$ cat config.mk
export PLATFORM = sky130hd
export DESIGN_NAME = mem_port_arbiter
export DESIGN_NICKNAME = d
export VERILOG_FILES = /design/src/rtl/mem_arb_pkg.sv /design/src/rtl/arb_access_timer.sv /design/src/rtl/mem_port_arbiter.sv
export SDC_FILE = /design/constraint.sdc
export NUM_CORES = 1
export LEC_CHECK = 0
export CORE_ASPECT_RATIO = 2
export CORE_MARGIN = 3
export CORE_UTILIZATION = 39
export DETAILED_ROUTE_END_ITERATION = 8
export GPL_TIMING_DRIVEN = 0
export PLACE_DENSITY = 0.75
export SLEW_MARGIN = 20
export SYNTH_ARGS = -nofsm -noshare
export SYNTH_HDL_FRONTEND = slang
export SYNTH_SLANG_ARGS = --single-unit
$ cat constraint.sdc
create_clock -name clk -period 3.7 [get_ports clk]
set_input_delay 0.555 -clock clk [delete_from_list [all_inputs] [get_ports clk]]
set_output_delay 0.555 -clock clk [all_outputs]
set_load 0.005 [all_outputs]
$ cat src/rtl/mem_arb_pkg.sv
// mem_arb_pkg: shared types for the memory port arbiter
// FSM state encoding, default RAM wait and access timer width
package mem_arb_pkg;

   typedef enum logic [1:0] {
      IDLE,
      MEM_RD,
      MEM_WR,
      IF_RD
   } arb_state_e;

   localparam int WAIT_CYCLES_DEF = 2;

   // counter must hold values 0..wait_c
   function automatic int tmr_w(input int wait_c);
      return (wait_c < 1) ? 1 : $clog2(wait_c + 1);
   endfunction

endpackage

$ cat src/rtl/arb_access_timer.sv
// arb_access_timer: loadable down-counter timing a RAM read
// load/load_val preset, dec steps toward 0, zero flags expiry
module arb_access_timer
   import mem_arb_pkg::*;
#(
   parameter int W = 2
) (
   input  logic         clk,
   input  logic         rst,
   input  logic         load,
   input  logic [W-1:0] load_val,
   input  logic         dec,
   output logic         zero
);

   logic [W-1:0] cnt;

   always_ff @(posedge clk or negedge rst) begin
      if (!rst) begin
         cnt <= '0;
      end else if (load) begin
         cnt <= load_val;
      end else if (dec && cnt != '0) begin
         cnt <= cnt - 1'b1;
      end
   end

   assign zero = (cnt == '0);

endmodule

$ cat src/rtl/mem_port_arbiter.sv
// mem_port_arbiter: one single-port RAM shared by fetch and MEM stage
// MEM (older) wins; stall_o freezes the pipe while a MEM access is open
//   in : mem_read/write/addr/wdata, if_req/addr, ram_rdata
//   out: ram_en/we/addr/wdata, mem_rdata/done, if_rdata/valid, stall
module mem_port_arbiter
   import mem_arb_pkg::*;
#(
   parameter int ADDR_W      = 32,
   parameter int DATA_W      = 32,
   parameter int WAIT_CYCLES = WAIT_CYCLES_DEF
) (
   input  logic              clk,
   input  logic              rst,
   input  logic              mem_read_i,
   input  logic              mem_write_i,
   input  logic [ADDR_W-1:0] mem_addr_i,
   input  logic [DATA_W-1:0] mem_wdata_i,
   input  logic              if_req_i,
   input  logic [ADDR_W-1:0] if_addr_i,
   output logic              ram_en_o,
   output logic              ram_we_o,
   output logic [ADDR_W-3:0] ram_addr_o,
   output logic [DATA_W-1:0] ram_wdata_o,
   input  logic [DATA_W-1:0] ram_rdata_i,
   output logic [DATA_W-1:0] mem_rdata_o,
   output logic              mem_done_o,
   output logic [DATA_W-1:0] if_rdata_o,
   output logic              if_valid_o,
   output logic              stall_o
);

   localparam int TW = tmr_w(WAIT_CYCLES);
   localparam logic [TW-1:0] LOAD_V = TW'(WAIT_CYCLES - 1);

   if (WAIT_CYCLES < 1) begin : g_bad_wait
      $error("mem_port_arbiter: WAIT_CYCLES must be >= 1");
   end

   arb_state_e st, st_nx;

   logic mem_req, mem_grant, if_grant;
   logic t_load, t_dec, t_zero;
   logic en_nx, we_nx, mdone_nx, ivalid_nx;
   logic [ADDR_W-3:0] addr_nx;
   logic [DATA_W-1:0] wdata_nx, mrdata_nx, irdata_nx;
   logic unused_lsb;

   assign mem_req = mem_read_i | mem_write_i;
   // done marks the request as stale: the pipe advances on that edge
   assign stall_o = mem_req & ~mem_done_o;
   assign unused_lsb = ^{mem_addr_i[1:0], if_addr_i[1:0]};

   arb_access_timer #(
      .W(TW)
   ) u_timer (
      .clk     (clk),
      .rst     (rst),
      .load    (t_load),
      .load_val(LOAD_V),
      .dec     (t_dec),
      .zero    (t_zero)
   );

   always_comb begin
      st_nx     = st;
      en_nx     = 1'b0;
      we_nx     = 1'b0;
      addr_nx   = ram_addr_o;
      wdata_nx  = ram_wdata_o;
      mrdata_nx = mem_rdata_o;
      irdata_nx = if_rdata_o;
      mdone_nx  = 1'b0;
      ivalid_nx = 1'b0;
      t_load    = 1'b0;
      t_dec     = 1'b0;
      mem_grant = 1'b0;
      if_grant  = 1'b0;

      unique case (st)
         IDLE: begin
            if (mem_req && !mem_done_o) begin
               mem_grant = 1'b1;
            end else if (if_req_i) begin
               if_grant = 1'b1;
            end
         end
         MEM_WR: begin
            mdone_nx = 1'b1;
            st_nx    = IDLE;
         end
         MEM_RD: begin
            if (t_zero) begin
               mrdata_nx = ram_rdata_i;
               mdone_nx  = 1'b1;
               st_nx     = IDLE;
            end else begin
               t_dec = 1'b1;
            end
         end
         IF_RD: begin
            if (t_zero) begin
               irdata_nx = ram_rdata_i;
               ivalid_nx = 1'b1;
               st_nx     = IDLE;
               // a waiting MEM access takes the port on the same edge
               mem_grant = mem_req;
            end else begin
               t_dec = 1'b1;
            end
         end
      endcase

      if (mem_grant) begin
         en_nx    = 1'b1;
         we_nx    = mem_write_i;
         addr_nx  = mem_addr_i[ADDR_W-1:2];
         wdata_nx = mem_wdata_i;
         t_load   = ~mem_write_i;
         st_nx    = mem_write_i ? MEM_WR : MEM_RD;
      end else if (if_grant) begin
         en_nx   = 1'b1;
         addr_nx = if_addr_i[ADDR_W-1:2];
         t_load  = 1'b1;
         st_nx   = IF_RD;
      end
   end

   always_ff @(posedge clk or negedge rst) begin
      if (!rst) begin
         st          <= IDLE;
         ram_en_o    <= 1'b0;
         ram_we_o    <= 1'b0;
         ram_addr_o  <= '0;
         ram_wdata_o <= '0;
         mem_rdata_o <= '0;
         mem_done_o  <= 1'b0;
         if_rdata_o  <= '0;
         if_valid_o  <= 1'b0;
      end else begin
         st          <= st_nx;
         ram_en_o    <= en_nx;
         ram_we_o    <= we_nx;
         ram_addr_o  <= addr_nx;
         ram_wdata_o <= wdata_nx;
         mem_rdata_o <= mrdata_nx;
         mem_done_o  <= mdone_nx;
         if_rdata_o  <= irdata_nx;
         if_valid_o  <= ivalid_nx;
      end
   end

endmodule

; After elaboration in Yosys (flattened, before gate mapping)
; Cells that the tools add are included.
[totals]
wordCells = 56
mem_bits_ro = 0
mem_bits_rw = 0
n_memories = 0
out_inout_bits = 131
reg_bits = 134
latch_bits = 0
[classes]
n_div = 0
eq_ne = 4
add_sub_neg = 1
multipliers = 0
bitwise = 4
n_reduce_logical = 13
n_mux = 24
n_shift = 0
n_lt_le_gt_ge = 0
[op_table]
columns = operator, n
row1 = $mux W30, 2
row2 = $mux W1, 13
row3 = $mux W2, 6
row4 = $reduce_and A2 Y1, 3
row5 = $reduce_bool A2 Y1, 3
row6 = $eq A2 B2 Y1 const B, 2
row7 = $logic_not A2 Y1, 2
row8 = $ne A4 B1 Y1 const B, 1
row9 = $pmux W1 S2, 2
row10 = $pmux W2 S2, 1
row11 = $reduce_bool A4 Y1, 1
row12 = $eq A2 B1 Y1 const B, 1
row13 = $logic_and A1 B1 Y1, 2
row14 = $not A1 Y1, 2
row15 = $reduce_or A2 Y1, 1
row16 = $sub A2 B1 Y2 const B, 1
row17 = $and A1 B1 Y1, 1
row18 = $logic_not A1 Y1, 1
row19 = $or A1 B1 Y1, 1

; Depth between registers and ports, before layout
; Gate-level depths: netlist (run 1).
[depth]
word_depth = 7
depth_mapped = 7
mapped_depth_nobuf = 6

; Cells and area by module
; A second synthesis (run 1) with hierarchy kept.
[unflattened]
hier_cells = 437
hier_area_um2 = 5704.2
[modules_own_cells]
columns = mod, area_each_um2, seq_area_each_um2, n_inst, cells_each
row1 = mem_port_arbiter, 5571.6, 3303.2, 1, 424
row2 = arb_access_timer, 132.6, 50.0, 1, 13

; Worst setup path before layout (run 1)
; No wires, ideal clock.
[synth_timing]
path_type = input to register
start = input port mem_write_i
end = register ram_addr_o[19]
setup_ns = 0.125
path_buffers = 1
t_required_ns = 3.575
setup_slack_ns = 2.000
cell_stages = 5
t_arrival_ns = 1.576
cell_sequence = nor2_2 > o211ai_4 > buf_6 > mux2_2 > mux2_2
[synth_between]
elab_chain_cells = 5
[synth_lines]
columns = item, line_no
row1 = "start, declared", mem_port_arbiter.sv:15  ; input logic mem_write_i,
row2 = $or A1 B1 Y1 (*), mem_port_arbiter.sv:48  ; assign mem_req = mem_read_i | mem_write_i;
row3 = $logic_and A1 B1 Y1, mem_port_arbiter.sv:81  ; if (mem_req && !mem_done_o) begin
row4 = $mux W1, mem_port_arbiter.sv:81
row5 = $pmux W1 S2 or $mux W1 (tied branches), mem_port_arbiter.sv:79  ; unique case (st)
row6 = $mux W30 or $reduce_bool A2 Y1 (tied branches), -
row7 = "end signal, assigned", mem_port_arbiter.sv:143  ; ram_addr_o <= addr_nx;
row8 = "end, declared", mem_port_arbiter.sv:22  ; output logic [ADDR_W-3:0] ram_addr_o,
; Mark *: on every way between the ends. The rest lies on a longest branch, timed or not.
; A chain may end at the register's enable or synchronous reset.

; Worst setup path in the final report (run 1)
[layout_timing]
start = input port mem_read_i
end = output port stall_o
[layout_between]
elab_chain_cells = 2
[layout_lines]
columns = item, line_no
row1 = "start, declared", mem_port_arbiter.sv:14  ; input logic mem_read_i,
row2 = $or A1 B1 Y1, mem_port_arbiter.sv:48
row3 = $and A1 B1 Y1, mem_port_arbiter.sv:50  ; assign stall_o = mem_req & ~mem_done_o;
row4 = "end, declared", mem_port_arbiter.sv:29  ; output logic stall_o
; Every way passes these cells.

==> out/summary.txt, run 1 <==
Full die area -> 0.0157 mm²
Core ar. -> 0.0137 mm²
Remaining global-route overflow -> 0
Initial antenna violation count -> 0
Clock Tree Buf Depth -> 2
Worst-Margin Slew -> 0.485 ns
Critical path type -> in -> out
Critical Path AT -> 1.83 ns
Via total after detailed routing -> 3,864
Yosys cell types -> 28
Vias in the first global route -> 4,491
Critical path capture point type -> output pin
Total wire length -> 14,900 µm
Power per cell area -> 868 mW/mm²
CTS Hold Buffers Added -> 0
VDD IR max -> 0.484 mV
Commonest non-fill, non-tap cells in the layout -> clkdlybuf4s50_1 (258), mux2_2 (154), dfrtp_1 (134)
Port buffer count -> 259
RSZ-0062 raised after global routing -> false
Clock buffer count from CTS -> 17
Grt peak-use layer -> met2
Fraction of layout instances using a drive strength above 1 -> 32.9%
Met2 usage -> 38.8%
Worst-skew pair later-pin latency -> 0.41 ns
Outcome -> completed
Switching Share -> 27.3%
Fmax -> 420 MHz
Combinational power share -> 45.4%
Fill cell count -> 1,068
Setup TNS -> 0 ns
Leakage -> 3.75 nW
Mean Syn Cell Area -> 16.2 µm²
Post-CTS sizing -> 0
Synth warnings -> 0
Commonest non-fill, non-tap cell in the layout -> clkdlybuf4s50_1
Leading area contributor after synthesis -> dfrtp_1
I/O pin total -> 264
H-tree levels -> 4
Critical Path Fanout Max -> 4
RR Startpoint -> u_timer.cnt[0]
GRT Total Usage -> 19.5%
Net count, final -> 757
Via density per instance -> 4.74
Final ANT Viol Nets -> 0
Synthesized flop and latch total -> 134
DR WL/cell -> 18.2 µm
Worst Path Required -> 3.14 ns
Max-slew violation count -> 0
DR iter-0 viols -> 75
First-pass GRT wire length -> 23,800 µm
Pint -> 5.64 mW
Flop pwr share -> 33.7%
N_diodes -> 0
CTS Sinks -> 134
Critical Path Start -> mem_read_i
M3 GR Usage -> 5.50%
Placer congestion estimate -> 0.750
Post-CTS setup buffers -> 0
Clock Pin Slew Worst Setup and Hold Paths -> 0.06 ns
DIE HEIGHT -> 174 µm
Routing usage on met1 -> 17.6%
NetSw -> 2.12 mW
Clock skew -> 0.0105 ns
First-pass DRT Iterations -> 4
Post-DP HPWL -> 11,800 µm
Row cnt -> 60
Pin count of the biggest net entering global routing -> 74
Final setup violating endpoints -> 0
Post-Syn Area -> 0.00551 mm²
Root buf cell -> clkbuf_16
Area added between synthesis and finish -> 62.3%
Max Cap Viol -> 0
Synthesized Nets -> 478
Final worst path period share -> 64.4%
Register area share after synthesis -> 60.9%
WHS -> 0.0734 ns
TritonCTS clock tree -> done
Critical Path Start Type -> input port
Synth top area share -> 60.9%
Starting Density -> 40.3%
HP Class -> in -> async
Mapped Cells -> 340
Slew HR -> 67.7%
Tmin final -> 2.38 ns
Drt drc -> 0
Synth area leaders -> dfrtp_1 (61%), mux2_2 (31%), buf_6 (1.6%)
Final hold viol count -> 0
Clock Power Share -> 20.9%
Width of the chip -> 90.0 µm
## per-layer routing
layer | vias to the layer above | part of all wire (%) | wire, µm
li1 | 1752 | - | -
met1 | 1917 | 31 | 4590
met2 | 163 | 60 | 8870
met3 | 32 | 6.0 | 897
met4 | 0 | 3.4 | 513
met5 | - | 0 | 0
## registers in the layout, summed over array words and instances, names as in the netlist
register	cells
ram_wdata_o	32
ram_en_o	1
ram_addr_o	30
mem_rdata_o	32
mem_done_o	1
if_valid_o	1
u_timer.cnt	2
if_rdata_o	32
ram_we_o	1
st	2
## stage by stage
step | total power, mW | std cells | setup slack, ns | area, µm² | utilization (%)
5_1_grt | 8.21 | 816 | 1.23 | 8940 | 65.4
2_1_floorplan | 4.17 | 340 | 2.00 | 5510 | -
4_1_cts | 7.88 | 816 | 1.31 | 8940 | 65.4
6_report | 7.76 | 816 | 1.32 | 8940 | 65.4
3_5_place_dp | 6.22 | 786 | 1.18 | 8370 | 61.2
3_3_place_gp | 6.06 | 785 | -2.99 | 8330 | 61.0
## final timing paths
kind / to / slack (ns) / depth (start not counted)
worst max register to register: ram_addr_o[28] / 1.84 / 7
max in group asynchronous: mem_rdata_o[10] / 2.90 / 2
worst min register to register: if_rdata_o[25] / 0.50 / 1
worst min-delay path: ram_addr_o[6] / 0.07 / 1
worst max-delay path: stall_o / 1.32 / 4
min in group clk: if_rdata_o[25] / 0.50 / 1
## critical path, stage by stage
cell and delay, ns:
clkdlybuf4s50_1 0.57, nor2_2 0.08, nor2_1 0.09, clkdlybuf4s50_1 0.53
## cell type report
| class | count | area (µm²) | area share, % |
|---|---|---|---|
| flip-flops and latches | 134 | 3350 | 37.5 |
| repair buffers | 260 | 2630 | 29.4 |
| multi-input cells | 186 | 2010 | 22.5 |
| clock buffers | 19 | 443 | 4.96 |
| well taps | 186 | 233 | 2.60 |
| clock inverters | 11 | 129 | 1.44 |
| plain buffers | 15 | 128 | 1.43 |
| inverters | 5 | 18.8 | 0.210 |
## power groups by stage
stage / logic [mW] / clock network [mW] / registers, mW
floorplan: 1.52 / 0 / 2.66
global placement: 3.48 / 0 / 2.59
detailed placement: 3.58 / 0 / 2.64
CTS: 3.59 / 1.67 / 2.62
global route: 3.77 / 1.73 / 2.71
finish: 3.52 / 1.62 / 2.61
## synthesized netlist by cell type
cell type	number
a21boi_0	1
a21boi_1	1
inv_1	5
nand2b_1	1
mux2_2	154
nor2_1	3
buf_6	8
and2_0	1
buf_4	1
mux2_1	1
mux2_4	1
ha_1	5
xnor2_1	1
o21ai_4	1
dfrtp_1	134
o21ai_0	1
buf_2	6
nand2_1	4
a21oi_4	1
o21bai_1	1
o221a_2	1
nor2b_1	1
mux2i_1	1
nand2_2	1
o211ai_4	1
nor2_2	1
and2_1	1
a21oi_1	2
## cell families (layout without fill, tap and decap cells)
| group | Yosys count | count (layout) | synth area share (%) |
|---|---|---|---|
| adder cells (fa/ha/maj) | 5 | 5 | 1.14 |
| XOR/XNOR | 1 | 1 | 0.159 |
| AND/OR/NAND/NOR | 13 | 13 | 1.16 |
| AO/OA/AOI/OAI | 10 | 10 | 1.86 |
| buffers and inverters | 20 | 310 | 2.66 |
| flip-flops | 134 | 134 | 60.9 |
| multiplexers | 157 | 157 | 32.1 |
Power figures use the tool's default switching activity.
==> inputs of run 2 (changes only) <==
--- a/config.mk
+++ b/config.mk
@@ -7,7 +7,7 @@
 export LEC_CHECK = 0
 export CORE_ASPECT_RATIO = 2
 export CORE_MARGIN = 3
-export CORE_UTILIZATION = 39
+export CORE_UTILIZATION = 37
 export DETAILED_ROUTE_END_ITERATION = 8
 export GPL_TIMING_DRIVEN = 0
 export PLACE_DENSITY = 0.75
==> constraint.sdc (replaced) <==
create_clock -name clk -period 1.9 [get_ports clk]
set_input_delay 0.285 -clock clk [delete_from_list [all_inputs] [get_ports clk]]
set_output_delay 0.285 -clock clk [all_outputs]
set_load 0.005 [all_outputs]
==> out/summary.txt, run 2 (same netlist as run 1, synthesis figures left out) <==
Outcome -> completed (unchanged)
Net count, final -> 761 (was 757)
Non-filler instance count after layout -> 828 (was 816)
Clock Pin Slew Worst Setup and Hold Paths -> 0.06 ns (about the same)
Power per cell area -> 1700 mW/mm² (was 868 mW/mm²)
Clock Tree Buf Depth -> 2 (unchanged)
GRT Total Usage -> 18.5% (was 19.5%)
Slew HR -> 70.5% (was 67.7%)
H-tree levels -> 4 (unchanged)
Width of the chip -> 92.3 µm (was 90.0 µm)
Tmin final -> 1.79 ns
Initial antenna violation count -> 0 (unchanged)
Critical Path Start Type -> register (was input port)
Final worst path period share -> 94.1%
Vias in the first global route -> 4,466 (was 4,491)
Area added between synthesis and finish -> 64.5% (was 62.3%)
WL met2 -> 8830 µm (was 8870 µm)
Post-DP HPWL -> 11,600 µm (was 11,800 µm)
Port buffer count -> 259 (unchanged)
Worst-skew pair later-pin latency -> 0.41 ns (about the same)
Clock buffer count from CTS -> 17 (unchanged)
RSZ-0062 raised after global routing -> false (unchanged)
Final setup violating endpoints -> 0 (unchanged)
Max Cap Viol -> 0 (unchanged)
Critical Path AT -> 1.50 ns (was 1.83 ns)
Reg2Reg Depth -> 6 (was 7)
Full die area -> 0.0165 mm² (was 0.0157 mm²)
TritonCTS clock tree -> done (unchanged)
Total wire length -> 14,900 µm (about the same)
Final Util -> 62.5% (was 65.4%)
Critical path capture point type -> output pin (unchanged)
Met1 WL -> 4820 µm (was 4590 µm)
Row cnt -> 62 (was 60)
Drt drc -> 0 (unchanged)
Top flop regs -> if_rdata_o x32, mem_rdata_o x32, ram_wdata_o x32 (unchanged)
DP Worst Slack -> -0.389 ns (was 1.18 ns)
Via total after detailed routing -> 3,888 (was 3,864)
CTS Sinks -> 134 (unchanged)
Clock skew -> 0.00958 ns (was 0.0105 ns)
Pin count of the biggest net entering global routing -> 86 (was 74)
Area of the multi-input gates -> 0.00203 mm² (was 0.00201 mm²)
DR iter-0 viols -> 68 (was 75)
Core ar. -> 0.0145 mm² (was 0.0137 mm²)
Total power -> 15.4 mW (was 7.76 mW)
N_diodes -> 0 (unchanged)
First-pass GRT wire length -> 23,300 µm (was 23,800 µm)
Commonest non-fill, non-tap cells in the layout -> clkdlybuf4s50_1 (256), mux2_2 (154), dfrtp_1 (134) (was clkdlybuf4s50_1 (258), mux2_2 (154), dfrtp_1 (134))
Worst r2r dst -> ram_addr_o[24] (was ram_addr_o[28])
VDD IR max -> 0.842 mV (was 0.484 mV)
Max-slew violation count -> 0 (unchanged)
Root buf cell -> clkbuf_16 (unchanged)
Critical Path Fanout Max -> 4 (unchanged)
Dpl cell area -> 0.00837 mm² (about the same)
Final ANT Viol Nets -> 0 (unchanged)
Post-Place Cells -> 792 (was 786)
Worst Path Required -> 1.62 ns (was 3.14 ns)
Fraction of layout instances using a drive strength above 1 -> 33.6% (was 32.9%)
Storage cell area -> 0.00335 mm² (unchanged)
Top routing layer in use -> met4 (unchanged)
Leakage -> 3.82 nW (was 3.75 nW)
HP Class -> in -> async (unchanged)
Placer congestion estimate -> 0.727 (was 0.750)
Remaining global-route overflow -> 0 (unchanged)
RR Startpoint -> st[1] (was u_timer.cnt[0])
Post-route setup slack -> 0.111 ns (was 1.32 ns)
DR WL met3 -> 936 µm (was 897 µm)
Via density per instance -> 4.70 (was 4.74)
Critical path type -> reg -> out (was in -> out)
First-pass DRT Iterations -> 4 (unchanged)
DR WL/cell -> 18.0 µm (was 18.2 µm)
DIE HEIGHT -> 179 µm (was 174 µm)
Starting Density -> 38.0% (was 40.3%)
Worst-Margin Slew -> 0.443 ns (was 0.485 ns)
Commonest non-fill, non-tap cell in the layout -> clkdlybuf4s50_1 (unchanged)
Final hold viol count -> 0 (unchanged)
Cell area after layout -> 0.00906 mm² (was 0.00894 mm²)
Fmax -> 559 MHz
Fill cell count -> 1,167 (was 1,068)
I/O pin total -> 264 (unchanged)
R2R Setup Slk -> 0.11 ns (was 1.84 ns)
## run 2: cell types whose count changed in the layout (fill, tap and decap cells not counted), sizes merged
cell	before	now
dlymetal6s2s	0	2
bufinv	2	3
buf	17	20
clkinvlp	2	3
clkinv	6	4
inv	6	8
dlygate4sd3	0	1
clkdlybuf4s50	258	256
## run 2: cell type report
cell class                      instances  share of cell area, %
Tap cell                              192                   2.65
Multi-Input combinational cell        186                   22.4
Inverter                                5                  0.207
Clock inverter                         13                   1.91
Buffer                                 15                   1.57
Sequential cell                       134                   37.0
Timing Repair Buffer                  264                   29.4
Clock buffer                           19                   4.89
## run 2: worst max path at each step
stage	startpoint	end	cells past startpoint
detailed placement	mem_read_i	ram_addr_o[24]	6
CTS	mem_read_i	stall_o	4
finish	mem_done_o	stall_o	2
global placement	rst	ram_addr_o[3]	1
global route	u_timer.cnt[0]	ram_wdata_o[31]	7
floorplan	st[0]	ram_addr_o[19]	7
## run 2: where the power goes
part           internal, mW  total, mW  switching [mW]
Sequential             4.34       5.08           0.735
Clock                  2.12       3.41            1.29
Combinational          4.76       6.95            2.19
## run 2: critical path: stages (launching register included)
cell             delay (ns)
dfrtp_1                0.43
nor2_1                 0.13
clkdlybuf4s50_1        0.53
## run 2: metal layers
metal  up-vias  track usage [%]
met2       160             36.9
met5         -                0
met1      1947             17.6
li1       1762                -
met3        19             5.36
met4         0             6.27
## run 2: stage by stage
| stage | setup TNS [ns] | hold slack [ns] |
|---|---|---|
| after global routing | 0 | 0.395 |
| after floorplan | 0 | -0.0106 |
| after CTS | 0 | 0.381 |
| after detailed placement | -12.03 | 0.219 |
| after global placement | -618.96 | 0.477 |
| final | 0 | 0.366 |
## run 2: timing repair
| item | in CTS | in global routing |
|---|---|---|
| pin swaps | 0 | 2 |
| resized for setup | 2 | 8 |
| endpoints found under the setup margin | 11 | 36 |
| endpoints found under the hold margin | 49 | 0 |
| hold buffers | 1 | 0 |
| buffers inserted | 1 | 2 |
==> inputs of run 3 (changes only) <==
--- a/config.mk
+++ b/config.mk
@@ -5,11 +5,13 @@
 export SDC_FILE = /design/constraint.sdc
 export NUM_CORES = 1
 export LEC_CHECK = 0
+export ABC_AREA = 1
 export CORE_ASPECT_RATIO = 2
 export CORE_MARGIN = 3
 export CORE_UTILIZATION = 37
 export DETAILED_ROUTE_END_ITERATION = 8
 export GPL_TIMING_DRIVEN = 0
+export MAX_ROUTING_LAYER = met4
 export PLACE_DENSITY = 0.75
 export SLEW_MARGIN = 20
 export SYNTH_ARGS = -nofsm -noshare
==> out/summary.txt, run 3 <==
First-pass GRT wire length -> 26,900 µm (was 23,300 µm)
Power per cell area -> 1740 mW/mm² (was 1700 mW/mm²)
Post-DP HPWL -> 13,300 µm (was 11,600 µm)
TritonCTS clock tree -> done (unchanged)
Drt drc -> 0 (unchanged)
Leakage -> 4.47 nW (was 3.82 nW)
First-pass DRT Iterations -> 4 (unchanged)
Worst Path Required -> 1.62 ns (about the same)
Non-filler instance count after layout -> 1,139 (was 828)
VDD IR max -> 0.899 mV (was 0.842 mV)
Post-synth top cells -> nand2_1 (324), dfrtp_1 (134), o21ai_0 (66) (was mux2_2 (154), dfrtp_1 (134), buf_6 (8))
Main flop type after synthesis -> dfrtp_1 (unchanged)
Commonest non-fill, non-tap cells in the layout -> nand2_1 (324), clkdlybuf4s50_1 (258), dfrtp_1 (134) (was clkdlybuf4s50_1 (256), mux2_2 (154), dfrtp_1 (134))
I/O pin total -> 264 (unchanged)
Top-count cell post-synth -> nand2_1 (was mux2_2)
Critical path capture point type -> output pin (unchanged)
Mean Syn Cell Area -> 8.48 µm² (was 16.2 µm²)
Synth async-reset ratio -> 100% (unchanged)
Mapped Cells -> 654 (was 340)
HP Class -> in -> reg (was in -> async)
Final ANT Viol Nets -> 0 (unchanged)
DR WL met3 -> 910 µm (was 936 µm)
Crit-path cells -> clkdlybuf4s50_1 -> nor2_2 -> nor2_1 -> clkdlybuf4s50_1 (was nor2_1 -> clkdlybuf4s50_1)
Setup crit end -> stall_o (unchanged)
Final hold viol count -> 0 (unchanged)
Critical Path Start Type -> input port (was register)
WL met2 -> 9650 µm (was 8830 µm)
RR Startpoint -> st[0] (was st[1])
Fraction of layout instances using a drive strength above 1 -> 6.86% (was 33.6%)
R2R Setup Slk -> 0.12 ns (was 0.11 ns)
Top routing layer in use -> met4 (unchanged)
Critical path type -> in -> out (was reg -> out)
Remaining global-route overflow -> 0 (unchanged)
Via total after detailed routing -> 5,208 (was 3,888)
Crit path largest cell delay -> 0.53 ns (about the same)
CP most frequent cell -> clkdlybuf4s50_1
Setup TNS -> 0 ns (unchanged)
Critical Path Fanout Max -> 3 (was 4)
Cell area after layout -> 0.00901 mm² (was 0.00906 mm²)
GRT Total Usage -> 21.4% (was 18.5%)
Final Util -> 62.1% (was 62.5%)
Clock Tree Buf Depth -> 2 (unchanged)
WP buf/inv -> 2 (was 1)
Starting Density -> 38.3% (was 38.0%)
Max Cap Viol -> 0 (unchanged)
CP max stage cell -> clkdlybuf4s50_1 (unchanged)
DIE HEIGHT -> 179 µm (about the same)
Net count, final -> 1,072 (was 761)
CTS Sinks -> 134 (unchanged)
DR WL/cell -> 15.2 µm (was 18.0 µm)
Dpl cell area -> 0.00841 mm² (was 0.00837 mm²)
Via density per instance -> 4.57 (was 4.70)
Worst-Margin Slew -> 0.537 ns (was 0.443 ns)
Fmax -> 554 MHz (was 559 MHz)
Worst-skew pair later-pin latency -> 0.41 ns (about the same)
Initial antenna violation count -> 0 (unchanged)
Total wire length -> 17,300 µm (was 14,900 µm)
Tmin final -> 1.81 ns (was 1.79 ns)
Clock skew -> 0.0122 ns (was 0.00958 ns)
Synth top area share -> 60.4% (was 60.9%)
H-tree levels -> 4 (unchanged)
RSZ-0062 raised after global routing -> false (unchanged)
Final worst path period share -> 95.1% (was 94.1%)
Vias in the first global route -> 5,382 (was 4,466)
Area added between synthesis and finish -> 62.4% (was 64.5%)
Post-synth EDFFs -> 0 (unchanged)
Root buf cell -> clkbuf_16 (unchanged)
Leading area contributor after synthesis -> dfrtp_1 (unchanged)
Reg2Reg Depth -> 10 (was 6)
Clock Pin Slew Worst Setup and Hold Paths -> 0.06 ns (about the same)
Yosys cell types -> 20 (was 28)
Post-Syn Area -> 0.00555 mm² (was 0.00551 mm²)
Width of the chip -> 92.6 µm (was 92.3 µm)
Synthesized flop and latch total -> 134 (unchanged)
Register area share after synthesis -> 60.4% (was 60.9%)
Synth area leaders -> dfrtp_1 (60%), nand2_1 (22%), o21ai_0 (6.0%) (was dfrtp_1 (61%), mux2_2 (31%), buf_6 (1.6%))
Max-slew violation count -> 0 (unchanged)
Clock buffer count from CTS -> 17 (unchanged)
Total power -> 15.7 mW (was 15.4 mW)
Stages on worst setup path -> 4 (was 2)
Port buffer count -> 259 (unchanged)
Core ar. -> 0.0145 mm² (unchanged)
Pin count of the biggest net entering global routing -> 69 (was 86)
Met1 WL -> 6190 µm (was 4820 µm)
Full die area -> 0.0166 mm² (was 0.0165 mm²)
Row cnt -> 62 (unchanged)
Commonest non-fill, non-tap cell in the layout -> nand2_1 (was clkdlybuf4s50_1)
Critical Path Start -> mem_write_i (was mem_done_o)
Final setup violating endpoints -> 0 (unchanged)
CP top delay family -> buffers and inverters (unchanged)
Placer congestion estimate -> 0.834 (was 0.727)
N_diodes -> 0 (unchanged)
Critical Path AT -> 1.52 ns (was 1.50 ns)
Worst r2r dst -> ram_addr_o[21] (was ram_addr_o[24])
Post-Place Cells -> 1,106 (was 792)
Synth warnings -> 0 (unchanged)
Outcome -> completed (unchanged)
Slew HR -> 64.2% (was 70.5%)
Top flop regs -> if_rdata_o x32, mem_rdata_o x32, ram_wdata_o x32 (unchanged)
Synthesized Nets -> 792 (was 478)
DR iter-0 viols -> 152 (was 68)
-- run 3: what timing repair did --
| action | CTS | global route |
|---|---|---|
| hold buffers | 1 | 0 |
| endpoints found under the hold margin | 67 | 0 |
| buffers inserted | 0 | 0 |
| endpoints found under the setup margin | 0 | 22 |
| gates resized for setup | 0 | 6 |
-- run 3: layout make-up --
cell class / instances / area (µm²)
flip-flops and latches: 134 / 3350
clock buffers: 17 / 425
fillers: 1275 / 5490
inverters: 44 / 165
clock inverters: 15 / 156
repair buffers: 261 / 2640
well taps: 192 / 240
plain buffers: 36 / 186
multi-input cells: 440 / 1850
-- run 3: worst min-delay path, stage by stage --
cell and delay (ns):
clkdlybuf4s50_1 0.39, nand2_1 0.06, nand2_1 0.04
-- run 3: worst min path at each step --
stage,start,endpoint,depth (start not counted)
global placement,ram_addr_o[5],ram_addr_o[5],2
finish,mem_wdata_i[23],ram_wdata_o[23],3
CTS,mem_wdata_i[28],ram_wdata_o[28],3
global route,mem_wdata_i[28],ram_wdata_o[28],3
detailed placement,rst,if_rdata_o[30],1
floorplan,rst,if_rdata_o[0],0
-- run 3: kinds of logic (layout without fill, tap and decap cells) --
family | Yosys count | after routing | share of synthesized area, %
buf+inv | 80 | 373 | 6.22
flops | 134 | 134 | 60.4
fa+ha+maj | 5 | 5 | 1.13
compound gates | 68 | 68 | 6.22
simple gates | 367 | 367 | 26.0
-- run 3: through the flow --
stage	setup slack (ns)	hold WS [ns]
floorplan	0.355	-0.0106
global placement	-4.83	0.461
detailed placement	0.0694	0.282
CTS	0.0612	0.394
global route	0.00720	0.394
finish	0.0934	0.409
-- run 3: where the power goes --
group,internal [mW],switching [mW],total (mW)
sequential,4.29,0.745,5.04
combinational,3.85,3.60,7.45
clock,1.86,1.37,3.23
-- run 3: routing by layer --
metal,global-route usage [%],vias up
met2,39.9,169
met3,4.28,32
met4,9.37,0
met5,-,-
met1,21.3,2428
li1,-,2579
